`src/rtl/dcm_lock_ctrl_if.sv`:
```
// Lock inputs and sequencing outputs of the clock-generator lock controller.
// master: the controller side; slave: the generators / system-reset consumers.
interface dcm_lock_ctrl_if;
    logic       LOCKED_40M;
    logic       LOCKED_100M;
    logic       DCM_RST;
    logic       SYS_RST;
    logic       FAIL;
    logic [3:0] RETRY_CNT;
    logic [7:0] LOSS_CNT;
    logic [2:0] STATE;

    modport master (
        input  LOCKED_40M, LOCKED_100M,
        output DCM_RST, SYS_RST, FAIL, RETRY_CNT, LOSS_CNT, STATE
    );

    modport slave (
        output LOCKED_40M, LOCKED_100M,
        input  DCM_RST, SYS_RST, FAIL, RETRY_CNT, LOSS_CNT, STATE
    );
endinterface

```
`src/rtl/dcm_lock_ctrl.sv`:
```
// Start-up / recovery sequencer for the 40 MHz and 100 MHz clock generators:
// pulses their reset, qualifies both locks, releases system reset, retries, faults.
module dcm_lock_ctrl #(
    parameter int DCM_RST_CYC  = 16,
    parameter int LOCK_TIMEOUT = 65535,
    parameter int STABLE_CYC   = 1024,
    parameter int MAX_RETRY    = 3
) (
    input  logic           CLK_50M,
    input  logic           RST_N,
    dcm_lock_ctrl_if.master bus
);

    typedef enum logic [2:0] {
        S_DCMRST = 3'd0,
        S_WAIT   = 3'd1,
        S_STABLE = 3'd2,
        S_RUN    = 3'd3,
        S_FAIL   = 3'd4
    } state_t;

    localparam int CNT_W = 20;
    localparam logic [CNT_W-1:0] DCM_LAST    = CNT_W'(DCM_RST_CYC - 1);
    localparam logic [CNT_W-1:0] WAIT_LAST   = CNT_W'(LOCK_TIMEOUT - 1);
    localparam logic [CNT_W-1:0] STABLE_LAST = CNT_W'(STABLE_CYC - 1);
    localparam logic [3:0]       RETRY_MAX   = 4'(MAX_RETRY);

    logic [1:0]       sync_40;
    logic [1:0]       sync_100;
    logic             both_lock;

    state_t           state_q;
    state_t           state_nxt;
    logic [CNT_W-1:0] cnt_q;
    logic             retry_req;
    logic             loss_evt;

    logic             dcm_rst_q;
    logic             sys_rst_q;
    logic             fail_q;
    logic [3:0]       retry_cnt_q;
    logic [7:0]       loss_cnt_q;

    // Two-flop synchronisers for the asynchronous lock indications.
    always_ff @(posedge CLK_50M or negedge RST_N) begin
        if (!RST_N) begin
            sync_40  <= '0;
            sync_100 <= '0;
        end else begin
            // NOTE: non-blocking so both stages sample the previous edge's values.
            sync_40  <= {sync_40[0], bus.LOCKED_40M};
            sync_100 <= {sync_100[0], bus.LOCKED_100M};
        end
    end

    assign both_lock = sync_40[1] & sync_100[1];

    always_comb begin
        // NOTE: defaults first so no path leaves a signal unassigned (no latches).
        state_nxt = state_q;
        retry_req = 1'b0;
        loss_evt  = 1'b0;
        case (state_q)
            S_DCMRST: if (cnt_q == DCM_LAST) state_nxt = S_WAIT;
            S_WAIT: begin
                // A lock seen on the timeout cycle still wins over the retry.
                if (both_lock)                state_nxt = S_STABLE;
                else if (cnt_q == WAIT_LAST)  retry_req = 1'b1;
            end
            S_STABLE: begin
                if (!both_lock)                 state_nxt = S_WAIT;
                else if (cnt_q == STABLE_LAST)  state_nxt = S_RUN;
            end
            S_RUN: begin
                if (!both_lock) begin
                    loss_evt  = 1'b1;
                    retry_req = 1'b1;
                end
            end
            S_FAIL:  state_nxt = S_FAIL;
            default: state_nxt = S_DCMRST;
        endcase
        if (retry_req)
            state_nxt = (retry_cnt_q == RETRY_MAX) ? S_FAIL : S_DCMRST;
    end

    // Outputs are decoded from the next state so they update on the same edge as the state.
    always_ff @(posedge CLK_50M or negedge RST_N) begin
        if (!RST_N) begin
            state_q     <= S_DCMRST;
            cnt_q       <= '0;
            dcm_rst_q   <= 1'b1;
            sys_rst_q   <= 1'b1;
            fail_q      <= 1'b0;
            retry_cnt_q <= '0;
            loss_cnt_q  <= '0;
        end else begin
            state_q   <= state_nxt;
            cnt_q     <= (state_nxt != state_q) ? '0 : cnt_q + 1'b1;
            dcm_rst_q <= (state_nxt == S_DCMRST) || (state_nxt == S_FAIL);
            sys_rst_q <= (state_nxt != S_RUN);
            fail_q    <= fail_q | (state_nxt == S_FAIL);

            if (state_nxt == S_RUN && state_q != S_RUN)
                retry_cnt_q <= '0;
            else if (retry_req && retry_cnt_q != RETRY_MAX)
                retry_cnt_q <= retry_cnt_q + 4'd1;

            if (loss_evt && loss_cnt_q != 8'hFF)
                loss_cnt_q <= loss_cnt_q + 8'd1;
        end
    end

    assign bus.DCM_RST   = dcm_rst_q;
    assign bus.SYS_RST   = sys_rst_q;
    assign bus.FAIL      = fail_q;
    assign bus.RETRY_CNT = retry_cnt_q;
    assign bus.LOSS_CNT  = loss_cnt_q;
    assign bus.STATE     = state_q;

endmodule

```
`src/flat_wrapper.sv`:
```
// flat-port wrapper written by rule: the top's interface ports become plain ports
module dcm_lock_ctrl_flat 
#(
    parameter int DCM_RST_CYC  = 16,
    parameter int LOCK_TIMEOUT = 65535,
    parameter int STABLE_CYC   = 1024,
    parameter int MAX_RETRY    = 3
)
  (CLK_50M, RST_N, bus_LOCKED_40M, bus_LOCKED_100M, bus_DCM_RST, bus_SYS_RST, bus_FAIL, bus_RETRY_CNT, bus_LOSS_CNT, bus_STATE);
  dcm_lock_ctrl_if bus_i ();
  input  logic CLK_50M;
  input  logic RST_N;
  input wire logic [$bits(bus_i.LOCKED_40M)-1:0] bus_LOCKED_40M;
  input wire logic [$bits(bus_i.LOCKED_100M)-1:0] bus_LOCKED_100M;
  output wire logic [$bits(bus_i.DCM_RST)-1:0] bus_DCM_RST;
  output wire logic [$bits(bus_i.SYS_RST)-1:0] bus_SYS_RST;
  output wire logic [$bits(bus_i.FAIL)-1:0] bus_FAIL;
  output wire logic [$bits(bus_i.RETRY_CNT)-1:0] bus_RETRY_CNT;
  output wire logic [$bits(bus_i.LOSS_CNT)-1:0] bus_LOSS_CNT;
  output wire logic [$bits(bus_i.STATE)-1:0] bus_STATE;
  assign bus_i.LOCKED_40M = bus_LOCKED_40M;
  assign bus_i.LOCKED_100M = bus_LOCKED_100M;
  assign bus_DCM_RST = bus_i.DCM_RST;
  assign bus_SYS_RST = bus_i.SYS_RST;
  assign bus_FAIL = bus_i.FAIL;
  assign bus_RETRY_CNT = bus_i.RETRY_CNT;
  assign bus_LOSS_CNT = bus_i.LOSS_CNT;
  assign bus_STATE = bus_i.STATE;
  dcm_lock_ctrl #(.DCM_RST_CYC(DCM_RST_CYC), .LOCK_TIMEOUT(LOCK_TIMEOUT), .STABLE_CYC(STABLE_CYC), .MAX_RETRY(MAX_RETRY)) u_core (.CLK_50M(CLK_50M), .RST_N(RST_N), .bus(bus_i));
endmodule
```
`config.mk`:
```
export PLATFORM = sky130hd
export DESIGN_NAME = dcm_lock_ctrl_flat
export DESIGN_NICKNAME = d
export VERILOG_FILES = /design/src/rtl/dcm_lock_ctrl_if.sv /design/src/rtl/dcm_lock_ctrl.sv /design/src/flat_wrapper.sv
export SDC_FILE = /design/constraint.sdc
export NUM_CORES = 1
export LEC_CHECK = 0
export BUFFER_PORTS_ARGS = -buffer_cell sky130_fd_sc_hd__buf_2
export CORE_AREA = 5 5 67 69
export CTS_CLUSTER_SIZE = 40
export DETAILED_ROUTE_END_ITERATION = 7
export DIE_AREA = 0 0 72 74
export PLACE_DENSITY = 0.74
export SETUP_SLACK_MARGIN = 0.5
export SYNTH_ARGS = -nofsm -noshare
export SYNTH_HDL_FRONTEND = slang
export SYNTH_SLANG_ARGS = --single-unit
```
`constraint.sdc`:
```
create_clock -name CLK_50M -period 2.1 [get_ports CLK_50M]
set_input_delay 0.42 -clock CLK_50M [delete_from_list [all_inputs] [get_ports CLK_50M]]
set_output_delay 0.42 -clock CLK_50M [all_outputs]
set_load 0.01 [all_outputs]
```
; ---- Yosys cells after proc, flatten, opt, wreduce, memory -nomap -nowiden
; Cells that the tools add are included.
[classes]
n_addsub = 3
n_eq_ne = 15
n_mux = 15
bitwise_logic = 2
reduce_logical = 7
[op_table]
columns = operator, n
row1 = $add 20x1->20 const B, 1
row2 = $eq 20x10->1 const B, 1
row3 = $eq 20x16->1 const B, 1
row4 = $eq 20x4->1 const B, 1
row5 = $mux 20, 1
row6 = $mux 3, 6
row7 = $pmux 3 s5, 1
row8 = $eq 3x2->1 const B, 3
row9 = $add 8x1->8 const B, 1
row10 = $mux 4, 2
row11 = $ne 8x8->1 const B, 1
row12 = $eq 3x3->1 const B, 2
row13 = $logic_not 3->1, 2
row14 = $ne 3x2->1 const B, 2
row15 = $add 4x1->4 const B, 1
row16 = $eq 4x2->1 const B, 1
row17 = $mux 1, 4
row18 = $ne 4x2->1 const B, 1
row19 = $eq 3x1->1 const B, 1
row20 = $logic_and 1x1->1, 3
row21 = $ne 3x3->1, 1
row22 = $pmux 1 s2, 1
row23 = $reduce_bool 2->1, 1
row24 = $and 1x1->1, 1
row25 = other kinds (2), 2
[totals]
ff_bits = 42
inputBits = 4
word_cells = 51

; ---- Depth between registers and ports, before layout
; Gate-level depths: netlist (run 1).
[logic_depth]
word_depth = 8
depth_mapped = 7

; ---- Least setup slack after synthesis (run 1)
; No wires, ideal clock.
[synth_timing]
kind = flip-flop to flip-flop
startpoint = register u_core.cnt_q[0]
endpoint = register u_core.cnt_q[8]
setup_ns = 0.119
t_arrival_ns = 1.790
required_time_ns = 1.981
slack_ns = 0.191
stages_incl_launch_ff = 8
path_buffers = 1
path_cell_list = dfrtp_1 ha_1 and3_1 and4_1 a22o_1 a31oi_1 buf_4 nor2_1
[synth_via]
elab_chain_len = 7
[synth_rtl]
columns = item, line
row1 = start: declaration, dcm_lock_ctrl.sv:34  ; logic [CNT_W-1:0] cnt_q;
row2 = start signal: assignment, dcm_lock_ctrl.sv:99  ; cnt_q <= (state_nxt != state_q) ? '0 : cnt_q + 1'b1;
row3 = $eq 20x10->1 or $eq 20x16->1 (tied branches), "dcm_lock_ctrl.sv:72, dcm_lock_ctrl.sv:68"
row4 = $mux 3 or $mux 1 (tied branches), "dcm_lock_ctrl.sv:72, dcm_lock_ctrl.sv:68"
row5 = $mux 3 or $mux 1 (tied branches), "dcm_lock_ctrl.sv:71, dcm_lock_ctrl.sv:67"
row6 = $pmux 3 s5 or $pmux 1 s2 (tied branches), dcm_lock_ctrl.sv:63  ; case (state_q)
row7 = $mux 3, dcm_lock_ctrl.sv:83  ; if (retry_req)
row8 = $ne 3x3->1, dcm_lock_ctrl.sv:99
row9 = $mux 20 *, dcm_lock_ctrl.sv:99
; Mark *: on every way between the ends. The rest lies on a longest branch, timed or not.
; A chain may end at the register's enable or synchronous reset.

; ---- Final worst setup path (run 1)
[layout_timing]
startpoint = register u_core.cnt_q[17]
endpoint = register u_core.cnt_q[2]
[layout_via]
elab_chain_len = 7
[layout_rtl]
columns = item, line
row1 = $eq 20x10->1 or $eq 20x16->1 (tied branches), "dcm_lock_ctrl.sv:72, dcm_lock_ctrl.sv:68"
row2 = $mux 3 or $mux 1 (tied branches), "dcm_lock_ctrl.sv:72, dcm_lock_ctrl.sv:68"
row3 = $mux 3 or $mux 1 (tied branches), "dcm_lock_ctrl.sv:71, dcm_lock_ctrl.sv:67"
row4 = $pmux 3 s5 or $pmux 1 s2 (tied branches), dcm_lock_ctrl.sv:63
row5 = $mux 3 *, dcm_lock_ctrl.sv:83
row6 = $ne 3x3->1 *, dcm_lock_ctrl.sv:99
row7 = $mux 20 *, dcm_lock_ctrl.sv:99
; Marked as above.

==> impl_results.md, run 1 <==
- Outcome: finished clean
- Clk root buf: clkbuf_8
- Min Tclk post-route: 1.80 ns
- Period utilization: 85.5%
- RSZ-0062 raised after global routing: true
- EDFF count, synth: 0
- Slew at the pin closest to its max-slew limit: a little over 0.5 ns
- # Max-Cap Violations: 0
- Pwr Density: 905 nW/um^2
- Final non-filler cell total: between 200 and 300
- Post-synthesis cell count: 194
- Overall Power: ~2.5 mW
- Total die area: 5330 sq um
- Largest net degree at the start of global routing: 43
- Die Span Y: 74 microns
- Fin Hold WS: 0.181 ns
- Site row count: 23
- PortBufs: 21
- CTS sink count: between 40 and 50
- Cell variety after synth: 41
- CTS Buffer Depth: 2
- Nets: 254
- Post-placement cell area: 2310 sq um
- Area grow syn2layout: 33.0%
- Synthesis Warnings: 0
- Vias post-DR: 1612
- Post-Syn Nets: 202
- Antenna cells: 0
- GRT Overall Usage: 17.6%
- Mux contribution to synthesized area: 1.50%
- # H-tree levels: 2
- Largest area contributor in the netlist: dfrtp_1
- Share of layout cells above drive strength 1: 43.3%
- Max IR drop VDD: 0.000603 V
- Syn Std Cell Area: 2090 sq um
- Core area: 3860 sq um
- Final instance area: 2780 sq um
- Post-synth top area share: 47.9%
- Relative slew slack: 65.7%
- Vias per inst: 5.43
- DPL Wire Length: between 2000 and 3000 microns
- Number of register bits inferred by synthesis: 42
- Final setup fails: 0
- Cts hold-fix bufs: 0
- Leak pwr: 1.28 nW
- Main synth FF type: dfrtp_1
- Critical path required time: about 2.3 ns
- Detailed router's first-iteration violation count: 90
- Synth Area in Adders: between 2 and 3%
- HP Class: input pin to async pin
- CTS tree: yes
- XOR/XNOR Fraction of Synth Area: 11.3%
- WS Path Type: register to register
- Fmax achieved: roughly 0.56 GHz
- Part of the Yosys area used for sequential elements: 50.4%
- Residual DRC: 0
- Starting Density: 54.2%
- CP max FO: 6
- Final Hold Viols: 0
- Num ports: 22
- First-pass GRT wire length: just over 7000 microns
- Critical path capture point type: register
- Clk_skew: 0.00670 ns
- Mean Syn Cell Area: ~11 sq um
- Synth top area cells: dfrtp_1, xor2_1, nor2_1
- Number of global-route vias before repair: 1520
- Post-route antenna net violation count: 0
- Congestion Overflow GR: 0
- Setup crit start kind: register
- Final Routed Wirelength: 4470 microns
- Clk pin slew, worst setup/hold paths: about 0.080 ns
- Crit path arrival time: 2.02 ns
- Largest family of logic cells by synthesized area: simple AND/OR/NAND/NOR gates
- Total CTS buffers: 5
- Initial antenna violation count: 0
- Routed length per instance: 15.0 microns
- Setup_tns: 0 ns
- DP Cell Count: 265
- Chip width: 72 microns
- Post-synthesis simple-gate area fraction: a little over a quarter
- Gpl congestion: 0.777
- Compound-Gate Fraction of Synth Area: 6.53%
- Slew Limit Fails: 0
- Fin worst setup slack: 0.304 ns
- First drt pass iteration count: 4
- Dpl ws: 0.241 ns
- Post-layout util: 72.0%
- Post-synthesis async set-or-reset flop share: 100%
- Worst-Skew Late Latency: approximately 0.29 ns
-- worst max-delay path, cell delays in order (launching register included) --
cell,delay (ns)
dfrtp_1,0.44
nor4_4,0.34
and4_4,0.30
a22o_4,0.17
a31oi_4,0.09
buf_6,0.14
buf_16,0.13
nor2_2,0.11
-- path summary, 6_finish.rpt --
check	from	end	slack, ns	depth (start not counted)
max in group asynchronous	RST_N	u_core.bus.STATE[1]$_DFF_PN0_	1.53	2
setup / recovery	u_core.cnt_q[17]$_DFF_PN0_	u_core.cnt_q[2]$_DFF_PN0_	0.30	7
setup reg to reg	u_core.cnt_q[17]$_DFF_PN0_	u_core.cnt_q[2]$_DFF_PN0_	0.30	7
hold reg to reg	u_core.sync_40[0]$_DFF_PN0_	u_core.sync_40[1]$_DFF_PN0_	0.36	0
hold / removal	RST_N	u_core.cnt_q[15]$_DFF_PN0_	0.18	2
min in group CLK_50M	bus_LOCKED_40M	u_core.sync_40[0]$_DFF_PN0_	0.23	1
-- cell usage after synthesis, drive strengths merged, types with 3 or more instances --
library cell and number:
dfrtp 40, nor2 29, xor2 16, nand2 15, nand3 13, xnor2 11
nand4 8, and3 6, a21oi 5, and4 5, nor4 5, ha 4
nor3 4, buf 3
-- kinds of logic (layout without fill, tap and decap cells) --
group / Yosys count / in the layout
AO/OA/AOI/OAI: 18 / 18
AND/OR/NAND/NOR: 94 / 94
flip-flops: 42 / 42
buffers and inverters: 5 / 58
adder cells (fa/ha/maj): 5 / 5
XOR/XNOR: 27 / 27
multiplexers: 3 / 3
-- cell type report --
| type | count | area [sq um] |
|---|---|---|
| multi-input combinational | 147 | 1200 |
| inverter | 2 | 7.51 |
| sequential | 42 | 1060 |
| fill | 262 | 1080 |
| clock inverter | 3 | 21.3 |
| tap | 50 | 62.6 |
| clock buffer | 5 | 68.8 |
| timing repair buffer | 48 | 352 |
-- registers in the layout, summed over array words and instances (netlist names) --
| name | cells |
|---|---|
| u_core.cnt_q | 20 |
| u_core.bus.LOSS_CNT | 8 |
| u_core.bus.RETRY_CNT | 4 |
| u_core.bus.STATE | 3 |
| u_core.sync_100 | 2 |
| u_core.sync_40 | 2 |
| u_core.bus.DCM_RST | 1 |
| u_core.bus.FAIL | 1 |
| u_core.bus.SYS_RST | 1 |
-- cells in the final DEF, fill, tap and decap left out, drive strengths merged, types with 4 or more instances in the layout --
master	n
buf	48
dfrtp	40
nor2	29
xor2	16
nand2	15
nand3	13
xnor2	11
nand4	8
and3	6
clkbuf	5
a21oi	5
and4	5
nor4	5
nor3	4
ha	4
-- power by group --
group	internal, mW	switching (mW)	leakage [nW]
logic	0.486	0.475	0.686
registers	0.918	0.123	0.544
clock network	0.233	0.279	0.0441
-- per-layer routing --
layer / share of wire (%) / global-route usage (%)
met1: 44 / 23.6
met3: 4.0 / 4.59
met4: 0.76 / 5.64
met2: 51 / 28.2
met5: 0 / 0
-- timing repair --
item                                    4_1_cts  5_1_grt
pin swaps                                    15       17
gates resized for setup                      22       25
endpoints found under the setup margin       29       32
cloned                                        1        0
buffers inserted                             13       10
hold endpoints to repair                      0        0
Note: power is estimated with default switching activity, not from simulation.
==> run 2, diff against run 1 <==
--- a/config.mk
+++ b/config.mk
@@ -10,8 +10,9 @@
 export CTS_CLUSTER_SIZE = 40
 export DETAILED_ROUTE_END_ITERATION = 7
 export DIE_AREA = 0 0 72 74
-export PLACE_DENSITY = 0.74
+export PLACE_DENSITY_LB_ADDON = 0.3
 export SETUP_SLACK_MARGIN = 0.5
+export SLEW_MARGIN = 25
 export SYNTH_ARGS = -nofsm -noshare
 export SYNTH_HDL_FRONTEND = slang
 export SYNTH_SLANG_ARGS = --single-unit
==> constraint.sdc (replaced) <==
create_clock -name CLK_50M -period 2.1 [get_ports CLK_50M]
set_input_delay 0.42 -clock CLK_50M [delete_from_list [all_inputs] [get_ports CLK_50M]]
set_output_delay 0.42 -clock CLK_50M [all_outputs]
set_load 0.02 [all_outputs]
==> run 2 against run 1 <==
  * Final area is 2.3% lower
  * Combinational power decreased by 2.6%
  * Cell count fell by 1.0%
  * Sequential share of layout area grew 0.87 points
  * First-iteration DRC count fell by 36%
  * Critical path type unchanged
  * Non-clock buffer count fell by 3
  * Critical path depth is the same
  * Global-route usage is 0.54 points lower
==> impl_results.md, run 2 (same netlist as run 1, synthesis figures left out) <==
- Crit path from: u_core.cnt_q[0]$_DFF_PN0_ (was u_core.cnt_q[17]$_DFF_PN0_)
- Pwr Density: 930 nW/um^2 (was 905 nW/um^2)
- Top Usage Layer GRT: met2 (unchanged)
- PortBufs: 21 (unchanged)
- Detailed router's first-iteration violation count: 58 (was 90)
- Max stage delay on crit path: 0.40 ns (was 0.44 ns)
- Num ports: 22 (unchanged)
- Clk pin slew, worst setup/hold paths: 0.08 ns (about the same)
- Final setup fails: 0 (unchanged)
- Initial antenna violation count: 0 (unchanged)
- Worst-Skew Late Latency: 0.29 ns (about the same)
- Max IR drop VDD: 0.000691 V (was 0.000603 V)
- Vias per inst: 5.51 (was 5.43)
- R2R cell count: 7 (unchanged)
- Slowest CP cell: dfrtp_1 (unchanged)
- Fmax achieved: 0.576 GHz (was 0.557 GHz)
- CP endpoint: u_core.cnt_q[2]$_DFF_PN0_ (unchanged)
- Crit path max-delay family: compound AO/OA/AOI/OAI gates (was simple AND/OR/NAND/NOR gates)
- Biggest register: u_core.cnt_q (unchanged)
- Clk root buf: clkbuf_8 (unchanged)
- Setup crit start kind: register (unchanged)
- Relative slew slack: 52.1% (was 65.7%)
- Critical path required time: 2.29 ns (was 2.32 ns)
- Site row count: 23 (unchanged)
- Gpl congestion: 0.735 (was 0.777)
- Commonest non-fill, non-tap cell in the layout: dfrtp_1 (unchanged)
- DPL Wire Length: 2890 microns (was 2860 microns)
- Max FFs per register: 20 (unchanged)
- Outcome: finished clean (unchanged)
- Period utilization: 82.7% (was 85.5%)
- Starting Density: 54.2% (unchanged)
- Launching point of the worst reg2reg path: u_core.cnt_q[0]$_DFF_PN0_ (was u_core.cnt_q[17]$_DFF_PN0_)
- WS Path Type: register to register (unchanged)
- Congestion Overflow GR: 0 (unchanged)
- First-pass GRT wire length: 7020 microns (was 7200 microns)
- Antenna cells: 0 (unchanged)
- Final instance area: 2710 sq um (was 2780 sq um)
- CTS Buffer Depth: 2 (unchanged)
- Routed length per instance: 15.2 microns (was 15.0 microns)
- Slew Limit Fails: 0 (unchanged)
- GR Layer Usage met3: 4.59% (unchanged)
- RSZ-0062 raised after global routing: true (unchanged)
- # Max-Cap Violations: 0 (unchanged)
- Share of layout cells above drive strength 1: 38.1% (was 43.3%)
- Commonest cells after routing, fill and taps aside: dfrtp_1, nor2_1, buf_2, buf_4, xor2_1 (was dfrtp_1, buf_4, buf_2)
- CP max FO: 12 (was 6)
- Clk_skew: 0.00492 ns (was 0.00670 ns)
- Final Hold Viols: 0 (unchanged)
- Min Tclk post-route: 1.74 ns (was 1.80 ns)
- Fill count: 272 (was 262)
- Area grow syn2layout: 29.9% (was 33.0%)
- Largest net degree at the start of global routing: 33 (was 43)
- Area of the multi-input gates: 1170 sq um (was 1200 sq um)
- First drt pass iteration count: 4 (unchanged)
- Residual DRC: 0 (unchanged)
- Met1 GRT Util: 21.9% (was 23.6%)
- Critical path capture point type: register (unchanged)
- Post-placement cell area: 2320 sq um (was 2310 sq um)
- R2r setup slk: 0.36 ns (was 0.30 ns)
- Register area: 1060 sq um (about the same)
- GRT Overall Usage: 17.0% (was 17.6%)
- CTS sink count: 42 (unchanged)
- Fin Hold WS: 0.174 ns (was 0.181 ns)
- Core area: 3860 sq um (unchanged)
- Slew at the pin closest to its max-slew limit: 0.719 ns (was 0.514 ns)
- FF-to-FF End: u_core.cnt_q[2]$_DFF_PN0_ (unchanged)
- Buf/Inv on CP: 1 (was 2)
- Nets: 251 (was 254)
- Leak pwr: 1.26 nW (was 1.28 nW)
- Total die area: 5330 sq um (unchanged)
- Chip width: 72 microns (unchanged)
- Vias post-DR: 1621 (was 1612)
- Cells along the critical path: ha_2 > and3_4 > and4_4 > a22o_4 > a31oi_4 > buf_12 > nor2_1 (was nor4_4 > and4_4 > a22o_4 > a31oi_4 > buf_6 > buf_16 > nor2_2)
- Setup_tns: 0 ns (unchanged)
- # H-tree levels: 2 (unchanged)
- Post-route antenna net violation count: 0 (unchanged)
- Number of global-route vias before repair: 1529 (was 1520)
- Total CTS buffers: 5 (unchanged)
- Crit path depth: 7 (unchanged)
- Met2 Use GR: 28.2% (unchanged)
- CTS tree: yes (unchanged)
- Die Span Y: 74 microns (unchanged)
- HP Class: input pin to async pin (unchanged)
- Final Routed Wirelength: 4480 microns (was 4470 microns)
- Crit path arrival time: 1.92 ns (was 2.02 ns)
==> run 2: timing repair <==
item,in CTS,in global routing
pin swaps,15,11
setup endpoints to repair,29,32
resized for setup,7,18
setup buffers,10,11
hold buffers,0,0
==> run 2: final cells by class <==
| class | count | share of cell area, % |
|---|---|---|
| Sequential cell | 42 | 39.2 |
| Timing Repair Buffer | 45 | 11.6 |
| Clock buffer | 6 | 3.04 |
| Tap cell | 50 | 2.31 |
| Clock inverter | 2 | 0.461 |
| Inverter | 2 | 0.277 |
| Multi-Input combinational cell | 147 | 43.2 |
==> run 2: how the worst min path moves through the flow <==
stage                                start                            endpoint  slack (ns)  cells past startpoint
2_1_floorplan                        RST_N           u_core.bus.FAIL$_DFF_PN0_        0.12                      0
3_5_place_dp   u_core.sync_40[0]$_DFF_PN0_         u_core.sync_40[1]$_DFF_PN0_        0.34                      0
5_1_grt                     bus_LOCKED_40M         u_core.sync_40[0]$_DFF_PN0_        0.20                      1
6_report                             RST_N  u_core.bus.LOSS_CNT[2]$_DFFE_PN0P_        0.17                      1
4_1_cts                              RST_N          u_core.cnt_q[12]$_DFF_PN0_        0.19                      1
3_3_place_gp   u_core.sync_40[0]$_DFF_PN0_         u_core.sync_40[1]$_DFF_PN0_        0.34                      0
==> run 2: through the flow <==
stage / worst slack, ns / utilization (%) / std cells / power (mW)
floorplan: 0.443 / - / 194 / 1.59
finish: 0.364 / 70.3 / 294 / 2.52
detailed placement: 0.250 / 60.3 / 265 / 1.76
global placement: 0.274 / 60.3 / 265 / 1.73
CTS: 0.371 / 66.0 / 283 / 2.41
global route: 0.298 / 70.3 / 294 / 2.68
==> run 2: per-layer routing <==
| layer | wire length, microns | part of all wire [%] | vias to the layer above |
|---|---|---|---|
| li1 | - | - | 791 |
| met1 | 1960 | 44 | 804 |
| met2 | 2340 | 52 | 22 |
| met3 | 135 | 3.0 | 4 |
| met4 | 37 | 0.83 | 0 |
| met5 | 0 | 0 | - |
==> run 2: report_power, final <==
part / switching (mW) / total (mW) / internal, mW / leakage [nW]
Sequential: 0.123 / 1.04 / 0.915 / 0.546
Clock: 0.283 / 0.547 / 0.264 / 0.0472
Combinational: 0.490 / 0.936 / 0.447 / 0.672
Total: 0.896 / 2.52 / 1.63 / 1.26
==> run 3, diff against run 2 <==
==> constraint.sdc (replaced) <==
create_clock -name CLK_50M -period 1.6 [get_ports CLK_50M]
set_input_delay 0.32 -clock CLK_50M [delete_from_list [all_inputs] [get_ports CLK_50M]]
set_output_delay 0.32 -clock CLK_50M [all_outputs]
set_load 0.02 [all_outputs]
==> run 3 against run 2 <==
  * The run now ends with setup timing left
  * Sequential cell count unchanged
  * Hold slack worse by 0.11 ns
  * Setup slack worse by 0.52 ns
  * Sequential power up 35%
  * Critical path depth unchanged
  * Clock power up 34%
  * Sequential share of layout area down 6.0 points
  * Register-to-register slack worse by 0.52 ns
==> impl_results.md, run 3 (same netlist as run 1, synthesis figures left out) <==
- Outcome: finished with violations (was finished clean)
- Failing checks: setup timing
- Slew at the pin closest to its max-slew limit: 0.535 ns (was 0.719 ns)
- Max stage delay on crit path: 0.41 ns (was 0.40 ns)
- Fill count: 204 (was 272)
- CTS tree: yes (unchanged)
- Clk pwr share: 19.4% (was 21.7%)
- Largest net degree at the start of global routing: 43 (was 33)
- CP max FO: 12 (unchanged)
- Residual DRC: 0 (unchanged)
- Initial antenna violation count: 0 (unchanged)
- Final setup fails: 32 (was 0)
- Post-route antenna net violation count: 0 (unchanged)
- Total CTS buffers: 5 (unchanged)
- Vias per inst: 5.73 (was 5.51)
- Biggest register: u_core.cnt_q (unchanged)
- Flop pwr share: 37.2% (was 41.2%)
- Switch share: 37.1% (was 35.5%)
- First-pass GRT wire length: 8950 microns (was 7020 microns)
- Crit path max-delay family: compound AO/OA/AOI/OAI gates (unchanged)
- Cells along the critical path: ha_2 > and3_4 > and4_4 > a22o_4 > a31oi_4 > buf_12 > nor2_1 (unchanged)
- Total die area: 5330 sq um (unchanged)
- First drt pass iteration count: 4 (unchanged)
- R2r setup slk: -0.15 ns (was 0.36 ns)
- # H-tree levels: 2 (unchanged)
- Switching Power: 1.40 mW (was 896 uW)
- R2R cell count: 7 (unchanged)
- Combinational power share: 43.4% (was 37.1%)
- Gpl congestion: 0.769 (was 0.735)
- CTS sink count: 42 (unchanged)
- Starting Density: 54.2% (unchanged)
- Final instance area: 3220 sq um (was 2710 sq um)
- Clk root buf: clkbuf_8 (unchanged)
- Detailed router's first-iteration violation count: 153 (was 58)
- Num ports: 22 (unchanged)
- Antenna cells: 0 (unchanged)
- Critical path required time: 1.79 ns (was 2.29 ns)
- Final Hold Viols: 0 (unchanged)
- # Max-Cap Violations: 0 (unchanged)
- Core area: 3860 sq um (unchanged)
- Overall Power: 3.78 mW (was 2.52 mW)
- Setup_tns: -3.25 ns (was 0 ns)
- Worst-Skew Late Latency: 0.31 ns (was 0.29 ns)
- CTS Buffer Depth: 2 (unchanged)
- Max FFs per register: 20 (unchanged)
- Crit path depth: 7 (unchanged)
- PortBufs: 21 (unchanged)
- Pint: 2.37 mW (was 1.63 mW)
- Area grow syn2layout: 54.2% (was 29.9%)
- Number of global-route vias before repair: 1913 (was 1529)
- Leak pwr: 1.49 nW (was 1.26 nW)
- Site row count: 23 (unchanged)
- Die Span Y: 74 microns (unchanged)
- Buf/Inv on CP: 1 (unchanged)
- Period utilization: 110% (was 82.7%)
- Commonest non-fill, non-tap cell in the layout: buf_4 (was dfrtp_1)
- Setup crit start kind: register (unchanged)
- Slew Limit Fails: 0 (unchanged)
- Vias post-DR: 1947 (was 1621)
- Clk_skew: 0.0123 ns (was 0.00492 ns)
- WS Path Type: register to register (unchanged)
- Nets: 297 (was 251)
- Slowest CP cell: dfrtp_1 (unchanged)
- Commonest cells after routing, fill and taps aside: buf_4, buf_6, dfrtp_1 (was dfrtp_1, nor2_1, buf_2, buf_4, xor2_1)
- GRT Overall Usage: 21.9% (was 17.0%)
- Critical path capture point type: register (unchanged)
- Share of layout cells above drive strength 1: 52.8% (was 38.1%)
- Crit path arrival time: 1.94 ns (was 1.92 ns)
- Max IR drop VDD: 0.000957 V (was 0.000691 V)
- Relative slew slack: 64.4% (was 52.1%)
- Fmax achieved: 0.570 GHz (was 0.576 GHz)
- Final Routed Wirelength: 6280 microns (was 4480 microns)
- HP Class: input pin to async pin (unchanged)
- Min Tclk post-route: 1.75 ns (was 1.74 ns)
- Pwr Density: 1170 nW/um^2 (was 930 nW/um^2)
- Congestion Overflow GR: 0 (unchanged)
- Fin worst setup slack: -0.153 ns (was 0.364 ns)
- RSZ-0062 raised after global routing: true (unchanged)
- Post-placement cell area: 2670 sq um (was 2320 sq um)
- Clk pin slew, worst setup/hold paths: 0.09 ns (was 0.08 ns)
- Chip width: 72 microns (unchanged)
- DPL Wire Length: 3280 microns (was 2890 microns)
- Routed length per instance: 18.5 microns (was 15.2 microns)
- Cts hold-fix bufs: 0 (unchanged)
## run 3: cell count changes in the layout (fill, tap and decap cells not counted), moves of 3 or more
cell     previous run  this run
buf_4              21        55
buf_6               1        30
buf_2              21         5
dfrtp_1            33        29
dfrtp_2             7        11
nand2_1            13        10
nand2_2             2         5
nor2_4              0         3
## run 3: through the flow
stage	util, %	hold WS (ns)	cells	worst slack, ns
floorplan	-	0.0244	194	-0.0569
global placement	69.1	0.333	303	-0.0943
detailed placement	69.1	0.338	303	-0.132
CTS	79.2	0.0844	326	-0.109
global route	83.5	0.0977	340	-0.354
finish	83.5	0.0642	340	-0.153
## run 3: worst paths after layout
check / endpoint / start
max: u_core.cnt_q[8]$_DFF_PN0_ / u_core.cnt_q[1]$_DFF_PN0_
min reg2reg: u_core.sync_100[1]$_DFF_PN0_ / u_core.sync_100[0]$_DFF_PN0_
min in group CLK_50M: u_core.sync_100[0]$_DFF_PN0_ / bus_LOCKED_100M
max in group asynchronous: u_core.cnt_q[6]$_DFF_PN0_ / RST_N
min: u_core.cnt_q[19]$_DFF_PN0_ / RST_N
max reg2reg: u_core.cnt_q[8]$_DFF_PN0_ / u_core.cnt_q[1]$_DFF_PN0_
## run 3: layer usage
metal	share of wire, %	global-route usage [%]	vias to the layer above	routed length [microns]
li1	-	-	879	-
met4	4.2	13.2	0	263
met5	0	0	-	0
met3	4.0	3.65	29	250
met2	54	37.1	71	3370
met1	38	26.4	968	2400
## run 3: power groups by stage
stage | Clock [mW] | Sequential (mW) | Combinational [mW]
6_report | 0.732 | 1.40 | 1.64
5_1_grt | 0.781 | 1.42 | 1.75
4_1_cts | 0.727 | 1.38 | 1.41
3_5_place_dp | 0 | 1.40 | 1.15
3_3_place_gp | 0 | 1.39 | 1.12
2_1_floorplan | 0 | 1.46 | 0.686
## run 3: layout make-up
type	count	area, sq um	share of cell area (%)
multi-input cells	147	1190	37.1
well taps	50	62.6	1.94
repair buffers	91	796	24.7
flip-flops and latches	42	1070	33.2
clock inverters	3	23.8	0.738
clock buffers	5	68.8	2.14
inverters	2	7.51	0.233
## run 3: repair_timing
action                                  4_1_cts  5_1_grt
hold endpoints to repair                      0        0
pin swaps                                     4       23
cloned                                        1        0
endpoints found under the setup margin       56       56
buffers inserted                             14       14
resized for setup                            56       19
